<file path="src/rtl/mc_control_fsm.sv">
// Multi-cycle control FSM for the MC_CPU datapath (MIPS subset).
// It steps each instruction through fetch, decode, execute, memory and writeback states.
// It drives the datapath mux selects and enables from the current state.
// Memory accesses wait on the mem_ready handshake.
// It counts retired instructions and stops in HALT until reset.
module mc_control_fsm #(
  parameter int          CNT_W    = 32,
  parameter logic [5:0]  OP_RTYPE = 6'h00,
  parameter logic [5:0]  OP_LW    = 6'h23,
  parameter logic [5:0]  OP_SW    = 6'h2b,
  parameter logic [5:0]  OP_BEQ   = 6'h04,
  parameter logic [5:0]  OP_ADDI  = 6'h08,
  parameter logic [5:0]  OP_J     = 6'h02,
  parameter logic [5:0]  OP_HALT  = 6'h3f
) (
  input  logic             clk,
  input  logic             reset,
  input  logic [5:0]       opcode,
  input  logic             zero,
  input  logic             mem_ready,
  output logic             pc_en,
  output logic             iord,
  output logic             mem_read,
  output logic             mem_write,
  output logic             ir_write,
  output logic             reg_dst,
  output logic             mem_to_reg,
  output logic             reg_write,
  output logic             alu_src_a,
  output logic [1:0]       alu_src_b,
  output logic [1:0]       alu_op,
  output logic [1:0]       pc_src,
  output logic [3:0]       state,
  output logic             halted,
  output logic [CNT_W-1:0] retired
);

  typedef enum logic [3:0] {
    S_FETCH  = 4'd0,
    S_DECODE = 4'd1,
    S_MEMADR = 4'd2,
    S_MEMRD  = 4'd3,
    S_MEMWB  = 4'd4,
    S_MEMWR  = 4'd5,
    S_EXEC   = 4'd6,
    S_ALUWB  = 4'd7,
    S_BRANCH = 4'd8,
    S_ADDIEX = 4'd9,
    S_ADDIWB = 4'd10,
    S_JUMP   = 4'd11,
    S_HALT   = 4'd12
  } state_e;

  localparam logic [CNT_W-1:0] CNT_ONE = {{(CNT_W-1){1'b0}}, 1'b1};

  state_e           state_q, state_d;
  logic [CNT_W-1:0] retired_q, retired_d;
  logic             pc_write_s;
  logic             branch_s;

  // State and retire counter registers; reset overrides any stall or partial instruction.
  always_ff @(posedge clk) begin
    if (reset) begin
      state_q   <= S_FETCH;
      retired_q <= '0;
    end else begin
      state_q   <= state_d;
      retired_q <= retired_d;
    end
  end

  // Next-state sequencing: memory states hold until mem_ready, and HALT is absorbing.
  always_comb begin
    state_d = state_q;
    case (state_q)
      S_FETCH: begin
        if (mem_ready) state_d = S_DECODE;
        else           state_d = S_FETCH;
      end
      S_DECODE: begin
        if ((opcode == OP_LW) || (opcode == OP_SW)) state_d = S_MEMADR;
        else if (opcode == OP_RTYPE)                state_d = S_EXEC;
        else if (opcode == OP_BEQ)                  state_d = S_BRANCH;
        else if (opcode == OP_ADDI)                 state_d = S_ADDIEX;
        else if (opcode == OP_J)                    state_d = S_JUMP;
        else if (opcode == OP_HALT)                 state_d = S_HALT;
        else                                        state_d = S_FETCH;
      end
      S_MEMADR: begin
        if (opcode == OP_LW)      state_d = S_MEMRD;
        else if (opcode == OP_SW) state_d = S_MEMWR;
        else                      state_d = S_FETCH;
      end
      S_MEMRD: begin
        if (mem_ready) state_d = S_MEMWB;
        else           state_d = S_MEMRD;
      end
      S_MEMWB:  state_d = S_FETCH;
      S_MEMWR: begin
        if (mem_ready) state_d = S_FETCH;
        else           state_d = S_MEMWR;
      end
      S_EXEC:   state_d = S_ALUWB;
      S_ALUWB:  state_d = S_FETCH;
      S_BRANCH: state_d = S_FETCH;
      S_ADDIEX: state_d = S_ADDIWB;
      S_ADDIWB: state_d = S_FETCH;
      S_JUMP:   state_d = S_FETCH;
      S_HALT:   state_d = S_HALT;
      default:  state_d = S_FETCH;
    endcase
  end

  // An instruction retires when control returns to FETCH from any other state.
  always_comb begin
    retired_d = retired_q;
    if ((state_q != S_FETCH) && (state_q != S_HALT) && (state_d == S_FETCH)) begin
      retired_d = retired_q + CNT_ONE;
    end else begin
      retired_d = retired_q;
    end
  end

  // Moore decode of the datapath controls; the fetch enables are also gated by mem_ready.
  always_comb begin
    iord       = 1'b0;
    mem_read   = 1'b0;
    mem_write  = 1'b0;
    ir_write   = 1'b0;
    reg_dst    = 1'b0;
    mem_to_reg = 1'b0;
    reg_write  = 1'b0;
    alu_src_a  = 1'b0;
    alu_src_b  = 2'b00;
    alu_op     = 2'b00;
    pc_src     = 2'b00;
    halted     = 1'b0;
    pc_write_s = 1'b0;
    branch_s   = 1'b0;
    case (state_q)
      S_FETCH: begin
        mem_read   = 1'b1;
        alu_src_b  = 2'b01;
        ir_write   = mem_ready;
        pc_write_s = mem_ready;
      end
      S_DECODE: begin
        alu_src_b = 2'b11;
      end
      S_MEMADR: begin
        alu_src_a = 1'b1;
        alu_src_b = 2'b10;
      end
      S_MEMRD: begin
        mem_read = 1'b1;
        iord     = 1'b1;
      end
      S_MEMWB: begin
        reg_write  = 1'b1;
        mem_to_reg = 1'b1;
      end
      S_MEMWR: begin
        mem_write = 1'b1;
        iord      = 1'b1;
      end
      S_EXEC: begin
        alu_src_a = 1'b1;
        alu_op    = 2'b10;
      end
      S_ALUWB: begin
        reg_write = 1'b1;
        reg_dst   = 1'b1;
      end
      S_BRANCH: begin
        alu_src_a = 1'b1;
        alu_op    = 2'b01;
        pc_src    = 2'b01;
        branch_s  = 1'b1;
      end
      S_ADDIEX: begin
        alu_src_a = 1'b1;
        alu_src_b = 2'b10;
      end
      S_ADDIWB: begin
        reg_write = 1'b1;
      end
      S_JUMP: begin
        pc_src     = 2'b10;
        pc_write_s = 1'b1;
      end
      S_HALT: begin
        halted = 1'b1;
      end
      default: begin
        halted = 1'b0;
      end
    endcase
    pc_en = pc_write_s | (branch_s & zero);
  end

  assign state   = state_q;
  assign retired = retired_q;

endmodule

</file>
<file path="config.mk">
export PLATFORM = sky130hd
export DESIGN_NAME = mc_control_fsm
export DESIGN_NICKNAME = d
export VERILOG_FILES = /design/src/rtl/mc_control_fsm.sv
export SDC_FILE = /design/constraint.sdc
export NUM_CORES = 1
export LEC_CHECK = 0
export ABC_AREA = 1
export CAP_MARGIN = 20
export CORE_MARGIN = 4
export CORE_UTILIZATION = 39
export DETAILED_ROUTE_END_ITERATION = 8
export SLEW_MARGIN = 25
export SYNTH_ARGS = -nofsm -noshare
export SYNTH_HDL_FRONTEND = slang
export SYNTH_SLANG_ARGS = --single-unit
export TNS_END_PERCENT = 5
</file>
<file path="constraint.sdc">
create_clock -name clk -period 1.85 [get_ports clk]
set_input_delay 0.2775 -clock clk [delete_from_list [all_inputs] [get_ports clk]]
set_output_delay 0.2775 -clock clk [all_outputs]
set_load 0.03 [all_outputs]
</file>
==> results.md <==
* Seq cells post-synth at 36
* Sequential share of the synthesized area at 0.260
* RSZ-0062 raised after global routing: true
* Layout area overhead at 43.1%
* DRT iter0 DRCs at 180
* Multi-input logic area at 1760 um^2
* GRT Util Overall at 0.190
* Die width at 92.4 um
* P_sw at 0.000470 W
* Worst endpoint required time at 1.57 ns
* CTS root buf: clkbuf_8
* N_diodes at 0
* Worst hold stages at 5
* Vias in the first global route at 2893
* DRT antenna net count at 0
* Int Power at 0.00116 W
* Crit. End Element: output port
* Hold endpoint: state[2]
* Crit share post-route at 0.961
* Met1 Usage GRT at 0.273
* Hold Path Class: primary input to register
* Syn_nets at 513
* CP top delay family: buffers and inverters
* Syn Inst Count at 502
* Final setup violating endpoints at 0
* Reg-to-reg slack, setup at 0.08 ns
* CP arrival at 1.50 ns
* Count of final hold-check violations at 0
* Post-route minimum period at 1.78 ns
* Initial antenna violation count at 0
* Worst setup SP type: register
* CTS tree: built
* Peak supply drop at 0.334 mV
* Ys Warns at 0
* GR Overflow Total at 0
* Pwr/cell area at 410 nW/um^2
* Crit path buffers/inverters at 2
* CTS H-Tree Depth at 2
* Maximum operating frequency at 563 MHz
* Deepest clock path buffer count at 2
* Largest net degree at the start of global routing at 32
* Layout cells sized above 1 at 0.177
* Nets at 597
* Placed cell areas at 3600 um^2
* Leak at 1.76 nW
* Fin util at 0.579
* Max_cap viols at 0
* Die area at 8530 um^2
* Clock power share at 0.333
* CTS buffer count at 5
* Routability congestion estimate at 0.898
* CP Class: register to output port
* Seq pwr share at 0.480
* Reg area at 739 um^2
* First-pass GRT wire length at 13500 um
* Cell depth of the worst flop-to-flop path at 14
* Core area at 6870 um^2
* Worst-path clk slew at 0.07 ns
* Max Clock Skew at 0.00982 ns
* Worst-Skew Late Latency at 0.29 ns
* Worst path cell trace: buf_4, clkdlybuf4s50_1
* CP max stage delay at 0.66 ns
* Avg Cell Area, Syn at 5.53 um^2
* Pre-Repair DR Iteration Count at 5
* CP Max Fanout at 4
* M2 GR Usage at 0.295
* Min-delay src: mem_ready
* Slew margin rel. at 0.665
* Netlist Area Pre-Place at 2780 um^2
* Post-DP HPWL at 6230 um
* Port Buf Inserts at 61
* Finished Cell Area at 3970 um^2
* Status: finished, final reports clean
* Most frequent cells in the layout: nand2_1, nor2_1, inv_1, nand3_1, clkdlybuf4s50_1
* Met3 usage at 0.0341
* I/O pin cnt at 62
* Max-slew violations at 0
* Worst path slowest cell: clkdlybuf4s50_1
* Starting Density at 0.404
* Worst reg2reg endpoint: retired[12]
* Via-to-Cell Ratio at 4.95
* Fillers at 710
* Die H at 92.4 um
* DRC at 0
* Global routing's busiest layer: met2
* Cell row count at 30
* Slew @ Worst Pin at 0.502 ns
* Sw frac at 0.288
* WL/cell at 13.1 um
* Sink Count at 36
* Critical R2R Launch: state[2]
* Via count at 3373
* Post-synthesis cell type count at 24
* Combinational power share at 0.187
* Commonest non-fill, non-tap cell in the layout: nand2_1
* Final WL at 8930 um
==> cell type report <==
| type | count | share of cell area |
|---|---|---|
| tap | 96 | 0.0302 |
| inverter | 81 | 0.0765 |
| clock buffer | 6 | 0.0183 |
| sequential | 36 | 0.186 |
| clock inverter | 1 | 0.00126 |
| timing repair buffer | 94 | 0.245 |
| multi-input combinational | 368 | 0.442 |
==> how the worst max path moves through the flow <==
stage                          start     endpoint  slack, ns  cells past startpoint
final                     retired[8]   retired[8]       0.07                      2
after global routing        state[2]  retired[12]      -0.05                     13
after CTS                 retired[1]  retired[14]      0.004                     11
after detailed placement   opcode[2]  retired[24]      -0.28                     14
after global placement     opcode[4]  retired[24]      -0.25                     14
after floorplan             state[2]    reg_write      -0.04                      6
==> worst reg2reg max path, cell delays in order, from the launching register on <==
cell and delay, ns:
dfxtp_4 0.39, inv_1 0.09, nand2_2 0.11, nor2_4 0.05, nand2_1 0.08, nor2_2 0.04
nor2_2 0.13, nand2_2 0.09, nor2_4 0.13, buf_4 0.15, buf_12 0.14, nand3_1 0.09
nand2_1 0.07, nand2_1 0.05, nor2_1 0.09
==> kinds of logic (layout without fill, tap and decap cells) <==
group | count (synthesis) | count (layout) | synth area share
buffers and inverters | 98 | 182 | 0.152
AOI/OAI and AO/OA | 8 | 8 | 0.0162
DFF | 36 | 36 | 0.260
adders and majority gates | 1 | 1 | 0.00451
and+or+nand+nor | 359 | 359 | 0.567
==> synth_stat cells <==
cell type	n	area, um^2
nand2_1	130	488
nor2_1	113	424
inv_1	81	304
nand3_1	58	290
dfxtp_1	36	721
nand4_1	33	206
nor3_1	10	50.1
buf_2	5	25.0
buf_6	5	56.3
nor2_2	5	31.3
clkbuf_1	4	15.0
a21oi_1	3	15.0
buf_4	3	22.5
o21ai_0	3	15.0
nand2_2	2	12.5
nand3_2	2	20.0
nor4_1	2	12.5
a211o_1	1	8.76
a31oi_1	1	6.26
ha_1	1	12.5
nand3b_1	1	7.51
nand3b_2	1	11.3
nor2_4	1	11.3
nor3_2	1	10.0
==> stage by stage <==
step	instances	power, W	setup slack, ns	TNS [ns]	hold WS [ns]
after floorplan	502	0.000956	-0.0421	-0.338	0.339
after global placement	664	0.00106	-0.248	-7.28	0.528
after detailed placement	664	0.00106	-0.277	-7.65	0.530
after CTS	671	0.00159	0.00411	0	0.543
after global routing	682	0.00168	-0.0483	-0.247	0.558
final	682	0.00163	0.0724	0	0.483
==> sequential cells by signal (all words and copies together) (netlist names) <==
name,flops
retired,32
state,4
==> power groups by stage <==
stage | sequential (W) | combinational (W) | clock (W)
after global routing | 0.000784 | 0.000328 | 0.000571
after detailed placement | 0.000803 | 0.000257 | 0
after CTS | 0.000785 | 0.000256 | 0.000550
after floorplan | 0.000813 | 0.000142 | 0
final | 0.000783 | 0.000305 | 0.000542
after global placement | 0.000804 | 0.000257 | 0
==> metal layers <==
layer / part of all wire / vias to the layer above
li1: - / 1750
met1: 0.47 / 1519
met2: 0.47 / 100
met3: 0.058 / 4
met4: 0.0055 / 0
met5: 0 / -
==> what timing repair did <==
action                                  4_1_cts  5_1_grt
resized for setup                            16       53
hold buffers                                  0        0
endpoints found under the setup margin       10       44
buffers inserted                              0        7
pin swaps                                     0        8
cloned                                        0        4
(Power assumes the default switching activity.)
